==> config.mk <==
export PLATFORM = sky130hd
export DESIGN_NAME = cpu_ctrl
export DESIGN_NICKNAME = d
export VERILOG_FILES = /design/src/rtl/cpu_ctrl.sv
export SDC_FILE = /design/constraint.sdc
export NUM_CORES = 1
export LEC_CHECK = 0
export ABC_AREA = 1
export CORE_MARGIN = 3
export CORE_UTILIZATION = 30
export CTS_BUF_LIST = sky130_fd_sc_hd__clkbuf_4 sky130_fd_sc_hd__clkbuf_8
export CTS_CLUSTER_DIAMETER = 150
export DETAILED_ROUTE_END_ITERATION = 10
export PLACE_DENSITY = 0.58
export SYNTH_ARGS = -nofsm -noshare
export SYNTH_HDL_FRONTEND = slang
export SYNTH_SLANG_ARGS = --single-unit
==> constraint.sdc <==
create_clock -name clk -period 2.8 [get_ports clk]
set_clock_uncertainty 0.1 [all_clocks]
set_input_delay 0.56 -clock clk [delete_from_list [all_inputs] [get_ports clk]]
set_output_delay 0.56 -clock clk [all_outputs]
set_load 0.02 [all_outputs]
==> src/rtl/cpu_ctrl.sv <==
// Multi-cycle control unit for the 16-bit CPU: fetch, decode, M read, execute, write-back.
// Define CPU_HALT_DETECT_EN to stop in a HALT state on an unconditional jump to its own PC.
module cpu_ctrl #(
  parameter int ADDR_W   = 15,
  parameter int RESET_PC = 0
) (
  input  logic              clk,
  input  logic              rst,
  output logic              imem_req,
  output logic [ADDR_W-1:0] imem_addr,
  input  logic              imem_ack,
  input  logic [15:0]       imem_rdata,
  output logic              dmem_req,
  output logic              dmem_we,
  output logic [ADDR_W-1:0] dmem_addr,
  output logic [15:0]       dmem_wdata,
  input  logic              dmem_ack,
  input  logic [15:0]       dmem_rdata,
  output logic [15:0]       alu_a,
  output logic [15:0]       alu_b,
  output logic [5:0]        alu_sel,
  input  logic [15:0]       alu_out,
  input  logic [2:0]        alu_flag,
  output logic [ADDR_W-1:0] pc_o,
  output logic              halted
);

  localparam logic [2:0] S_FETCH  = 3'd0;
  localparam logic [2:0] S_DECODE = 3'd1;
  localparam logic [2:0] S_MRD    = 3'd2;
  localparam logic [2:0] S_EXEC   = 3'd3;
  localparam logic [2:0] S_WB     = 3'd4;
`ifdef CPU_HALT_DETECT_EN
  localparam logic [2:0] S_HALT   = 3'd5;
`endif

  logic [2:0]        state_q, state_d;
  logic              run_q;
  logic [15:0]       ir_q, ir_d;
  logic [15:0]       a_q, a_d;
  logic [15:0]       d_q, d_d;
  logic [15:0]       m_q, m_d;
  logic [15:0]       r_q, r_d;
  logic [2:0]        f_q, f_d;
  logic [ADDR_W-1:0] pc_q, pc_d;

  logic              is_c, use_m, dest_a, dest_d, dest_m;
  logic              taken, fetch_fire, wb_done;
  logic [ADDR_W-1:0] pc_inc;

  assign is_c   = ir_q[15];
  assign use_m  = ir_q[12];
  assign dest_a = ir_q[5];
  assign dest_d = ir_q[4];
  assign dest_m = ir_q[3];
  assign pc_inc = pc_q + ADDR_W'(1);

  // Flag values other than 0..2 never satisfy a jump condition.
  assign taken = (ir_q[2] && f_q == 3'd0) ||
                 (ir_q[1] && f_q == 3'd1) ||
                 (ir_q[0] && f_q == 3'd2);

  // run_q holds off the first fetch until the cycle after reset is released.
  assign fetch_fire = imem_req & imem_ack;
  assign wb_done    = (state_q == S_WB) && (!dest_m || dmem_ack);

  always_comb begin
    state_d = state_q;
    ir_d    = ir_q;
    a_d     = a_q;
    d_d     = d_q;
    m_d     = m_q;
    r_d     = r_q;
    f_d     = f_q;
    pc_d    = pc_q;
    case (state_q)
      S_FETCH: begin
        if (fetch_fire) begin
          ir_d    = imem_rdata;
          state_d = S_DECODE;
        end
      end
      S_DECODE: begin
        if (!is_c) begin
          a_d     = ir_q;
          pc_d    = pc_inc;
          state_d = S_FETCH;
        end else if (use_m) begin
          state_d = S_MRD;
        end else begin
          state_d = S_EXEC;
        end
      end
      S_MRD: begin
        if (dmem_ack) begin
          m_d     = dmem_rdata;
          state_d = S_EXEC;
        end
      end
      S_EXEC: begin
        r_d     = alu_out;
        f_d     = alu_flag;
        state_d = S_WB;
      end
      S_WB: begin
        if (wb_done) begin
          // a_q here is still the value from instruction start.
          if (dest_a) a_d = r_q;
          if (dest_d) d_d = r_q;
          pc_d    = taken ? a_q[ADDR_W-1:0] : pc_inc;
          state_d = S_FETCH;
`ifdef CPU_HALT_DETECT_EN
          if (ir_q[2:0] == 3'b111 && a_q[ADDR_W-1:0] == pc_q) state_d = S_HALT;
`endif
        end
      end
`ifdef CPU_HALT_DETECT_EN
      S_HALT:  state_d = S_HALT;
`endif
      default: state_d = S_FETCH;
    endcase
  end

  always_ff @(posedge clk) begin
    if (rst) begin
      state_q <= S_FETCH;
      run_q   <= 1'b0;
      ir_q    <= '0;
      a_q     <= '0;
      d_q     <= '0;
      m_q     <= '0;
      r_q     <= '0;
      f_q     <= '0;
      pc_q    <= ADDR_W'(RESET_PC);
    end else begin
      state_q <= state_d;
      run_q   <= 1'b1;
      ir_q    <= ir_d;
      a_q     <= a_d;
      d_q     <= d_d;
      m_q     <= m_d;
      r_q     <= r_d;
      f_q     <= f_d;
      pc_q    <= pc_d;
    end
  end

  assign imem_req   = (state_q == S_FETCH) && run_q;
  assign imem_addr  = pc_q;
  assign pc_o       = pc_q;
  assign dmem_req   = (state_q == S_MRD) || (state_q == S_WB && dest_m);
  assign dmem_we    = (state_q == S_WB) && dest_m;
  assign dmem_addr  = a_q[ADDR_W-1:0];
  assign dmem_wdata = r_q;
  assign alu_a      = d_q;
  assign alu_b      = (is_c && use_m) ? m_q : a_q;
  // Select bits are packed {no,f,nb,zb,na,za}, i.e. IR[11:6] reversed.
  assign alu_sel    = (state_q == S_EXEC) ?
                      {ir_q[6], ir_q[7], ir_q[8], ir_q[9], ir_q[10], ir_q[11]} : 6'd0;
`ifdef CPU_HALT_DETECT_EN
  assign halted     = (state_q == S_HALT);
`else
  assign halted     = 1'b0;
`endif

endmodule

Yosys cells after proc, flatten, opt, wreduce, memory -nomap -nowiden
Index checks and enable logic that the tools add are counted.
{ "word_totals": {"regBits": 102, "latchBits": 0, "ram_bits": 0, "rom_bits": 0, "in_bits": 55, "out_inout_bits": 103, "wordCells": 60, "mem_count": 0} }
{ "classes": {"addsub": 1, "mul": 0, "div_mod_pow": 0, "order_cmp": 0, "n_eq_ne": 11, "n_shift": 0, "mux": 17, "bitwise": 1, "reduce_logical": 21} }
{ "op_table": {"columns": ["cell", "count"], "rows": [
  ["two-way mux 16 bit", 4],
  ["two-way mux 15 bit", 3],
  ["one-hot mux 16 bit (2 select lines)", 1],
  ["one-hot mux 15 bit (2 select lines)", 1],
  ["adder 15 x 1 -> 15 bit, second input constant", 1],
  ["one-hot mux 3 bit (5 select lines)", 1],
  ["inequality test 2 bit, second input constant", 5],
  ["equality test 3 x 2 -> 1 bit, second input constant", 3],
  ["two-way mux 3 bit", 3],
  ["AND reduction 3 bit", 3],
  ["logical AND 1 bit", 7],
  ["equality test 3 x 1 -> 1 bit, second input constant", 2],
  ["logical NOT 3 bit", 2],
  ["two-way mux 6 bit", 1],
  ["logical OR 1 bit", 4],
  ["AND reduction 2 bit", 2],
  ["AND reduction 4 bit", 1],
  ["equality test 3 bit, second input constant", 1],
  ["two-way mux 1 bit", 2],
  ["two-way mux 2 bit", 1],
  ["nonzero test 2 bit", 1],
  ["AND 1 bit", 1],
  ["logical NOT 1 bit", 1]
]} }

Depth between registers and ports, before layout
Gate-level depths: netlist of run 1.
{ "depth": {"depth_word": 7, "depth_mapped": 10, "depth_no_buf": 9} }

Worst setup path before layout of run 1
OpenSTA, ideal clock, no wires.
{ "synth_timing": {"path_kind": "flip-flop to output port", "from": "register state_q[0]", "to": "output dmem_req", "arrival_time_ps": 1168, "t_required_ps": 2140, "setup_slack_ps": 972, "stages_incl_launch_ff": 5, "path_buffers": 1, "cell_sequence": "dfxtp_1 -> buf_6 -> nor2_4 -> nand2_4 -> o21ai_0"} }
{ "synth_via": {"elab_chain_len": 3, "word_cells_on_any_way": 4, "cone_classes": "eq/ne (2); reduce/logical (2)"} }
{ "synth_rtl": {"columns": ["item", "line_no", "rtl"], "rows": [
  ["from (decl)", "37", "logic [2:0] state_q, state_d;"],
  ["from (signal assigned)", "136", "state_q <= state_d;"],
  ["equality test 3 bit", "151", "assign dmem_req = (state_q == S_MRD) || (state_q == S_WB && dest_m);"],
  ["logical AND 1 bit", "151", null],
  ["logical OR 1 bit *", "151", null],
  ["to (decl)", "13", "output logic dmem_req,"]
]} }
Every way passes the cells marked *; elsewhere a longest branch is shown, timed or not.

Worst setup path after layout of run 1
{ "layout_timing": {"from": "register state_q[0]", "to": "output alu_sel[4]"} }
{ "layout_via": {"elab_chain_len": 2} }
{ "layout_rtl": {"columns": ["item", "line_no", "rtl"], "rows": [
  ["equality test 3 x 2 -> 1 bit", "158", "assign alu_sel = (state_q == S_EXEC) ?"],
  ["two-way mux 6 bit", "158", null],
  ["to (decl)", "21", "output logic [5:0] alu_sel,"]
]} }
Every way passes these cells.

==> impl_metrics.json, run 1 <==
{
  "outcome": "completed",
  "yosys.area_share.simple_pct": 22.8,
  "ys_ff_latch": 102,
  "cts_buffers": 9,
  "num_vias": 4567,
  "cp.required_ps": 2140,
  "row_count": 46,
  "postSynth.asyncResetShare_pct": 0,
  "nNetsFinal": 834,
  "p_comb_share_pct": 16.6,
  "synthTopCellsByArea": "dfxtp_1, a21oi_1, nor2_1",
  "drive_above_1_share_pct": 7.28,
  "num_io_pins": 158,
  "synthFlopType": "dfxtp_1",
  "netlist_area_mm2": 0.00490,
  "cts_tree": "built",
  "power_density_mw_per_mm2": 455,
  "netlist.top_cell.by_area": "dfxtp_1",
  "gp_congestion": 0.779,
  "clk_latency_ps": 380,
  "fp.dieW_um": 134,
  "die_area_mm2": 0.0179,
  "worstMarginPinSlew_ps": 563,
  "start_util_pct": 30.8,
  "cts_setup_buffers": 0,
  "syn_nets": 731,
  "worstPathMaxFanout": 44,
  "grt_usage_pct": 16.5,
  "ys_types": 31,
  "core_area_mm2": 0.0159,
  "cts_hold_buf": 0,
  "root_buffer": "clkbuf_8",
  "seqCellArea_mm2": 0.00204,
  "synth.mux.area_fraction_pct": 0.230,
  "post-route-period-util_pct": 95.2,
  "synth_top_family_by_area": "simple AND/OR/NAND/NOR gates",
  "worstHoldStart": "f_q[2]",
  "route.detailed.drc": 0,
  "p_int_w": 0.00213,
  "n_antenna_cell": 0,
  "rr_worst_depth": 8,
  "reg2reg_from": "state_q[0]",
  "drtAntennaViolNets": 0,
  "synth_top_cells_by_count": "dfxtp_1, nor2_1, nand2_1",
  "numPortBuffers": 156,
  "yosysWarnings": 0,
  "routed_wl_um": 14700,
  "die_height_um": 134,
  "synth_most_common_cell": "dfxtp_1",
  "endpoint_kind": "output port",
  "critical_path_class": "reg -> out",
  "rsz0062_at_grt": "no",
  "hold_class": "reg -> reg",
  "cts.repair.resized": 0,
  "avgSynthCellArea_um2": 7.27,
  "finalWorstPathRequiredPeriod_ps": 2660,
  "cp.arrival_ps": 2000,
  "final-setup-viol-count": 0,
  "yosysTopAreaCellShare_pct": 41.6,
  "final-hold-violation-count": 0,
  "dpl.hpwl_um": 10900,
  "drv_slew": 0,
  "htreeDepth": 3,
  "p_sw_w": 0.000850,
  "pwr-share-clk_pct": 32.0,
  "clkSinkCount": 102,
  "worstHoldPathCells": 2,
  "drt_pass1_iterations": 4,
  "leakagePower_nw": 2.31,
  "cts_buffer_depth": 2,
  "switching_share_pct": 28.5,
  "relSlewSlack_pct": 62.4,
  "nFillCells": 1697,
  "synth-adder-area-share_pct": 0.255,
  "power_frac_seq_pct": 51.4,
  "ir_worst_vdd_uv": 182,
  "syn_to_final_growth_pct": 33.7,
  "grt_pass1_wl_um": 23300,
  "clock.fmax_mhz": 375,
  "antenna_found_initial": 0,
  "synth_edf_count": 0,
  "vias_per_cell": 4.57,
  "synth_xor_area_share_pct": 0.179,
  "cp-start-kind": "flip-flop",
  "grt_max_degree": 49,
  "setup_tns_ps": 0,
  "clkSlewWorstSetupHoldPaths_ps": 100,
  "drv_cap": 0,
  "startpoint": "state_q[0]",
  "grt_pass1_vias": 4323,
  "final_util_pct": 41.1,
  "post_drt_wl_per_cell_um": 14.7,
  "syn_inst": 675,
  "multi_input_area_mm2": 0.00216,
  "overflow": 0,
  "synth-compound-area-share_pct": 20.4,
  "drt_iter0_drc": 247,
  "ys_seq_area_share_pct": 41.6
}
## final timing paths
kind | end | slack (ps)
max reg2reg | imem_addr[1] | 750
min reg2reg | f_q[2] | 360
min | f_q[2] | 360
max | alu_sel[4] | 140
## placed cells by master (no fill, tap or decap), types with 8 or more instances in the layout
cell / synthesis / routed
inv_1: 65 / 65
nand2_1: 83 / 83
dfxtp_1: 102 / 102
clkdlybuf4s50_1: 0 / 155
nor2_1: 92 / 92
o21ai_1: 23 / 23
clkbuf_8: 0 / 9
a21oi_1: 79 / 79
nand3_1: 43 / 43
o21ai_0: 61 / 61
nand3_2: 8 / 8
a211oi_1: 10 / 10
## final cells by class
cell class,count,share of cell area [%]
sequential,102,31.1
timing repair buffer,162,24.9
clock inverter,7,1.13
tap,216,4.12
clock buffer,9,1.89
multi-input combinational,433,32.9
inverter,70,4.01
## power groups by stage
| stage | clock network, W | logic, W | registers, W |
|---|---|---|---|
| 4_1_cts | 0.000985 | 0.000502 | 0.00153 |
| 6_report | 0.000955 | 0.000495 | 0.00153 |
| 3_5_place_dp | 0 | 0.000500 | 0.00157 |
| 5_1_grt | 0.00104 | 0.000541 | 0.00154 |
| 2_1_floorplan | 0 | 0.000300 | 0.00156 |
| 3_3_place_gp | 0 | 0.000498 | 0.00157 |
## kinds of logic (layout without fill, tap and decap cells)
| kind of cell | Yosys count | after routing |
|---|---|---|
| muxes | 1 | 1 |
| xor gates and xnor gates | 1 | 1 |
| AOI/OAI and AO/OA | 184 | 184 |
| and+or+nand+nor | 245 | 245 |
| buffers and inverters | 140 | 248 |
| adders and majority gates | 1 | 1 |
| DFF | 102 | 102 |
| other | 1 | 1 |
## through the flow
step / cells / total power (W) / hold slack (ps) / setup slack [ps] / instance area [um^2]
finish: 999 / 0.00298 / 364 / 136 / 6560
detailed placement: 983 / 0.00207 / 350 / 480 / 6360
floorplan: 675 / 0.00186 / 330 / 972 / 4900
global route: 999 / 0.00313 / 379 / 24.0 / 6560
global placement: 983 / 0.00206 / 347 / 500 / 6360
CTS: 999 / 0.00302 / 364 / 70.8 / 6560
## critical path: stages, from the launching register on
cell,delay (ps)
dfxtp_1,520
nand2_1,150
buf_12,200
nor2_1,110
clkdlybuf4s50_1,640
## flip-flops by register name, indices dropped and copies added (netlist names)
signal      flops
run_q           1
f_q             3
state_q         3
ir_q           16
imem_addr      15
alu_a          16
a_q            16
m_q            16
dmem_wdata     16
## routing by layer
layer | vias up | part of all wire (%) | GRT usage [%]
met3 | 18 | 4.6 | 2.85
met1 | 2060 | 45 | 21.0
li1 | 2386 | - | -
met5 | - | 0 | 0
met4 | 0 | 2.2 | 6.23
met2 | 103 | 49 | 27.8
Note: power is estimated with default switching activity, not from simulation.
==> run 2: changes to the inputs <==
SLEW_MARGIN = 20   (was unset)
==> results of run 2 <==
The final DEF is identical to that of run 1; final timing and power are the same.
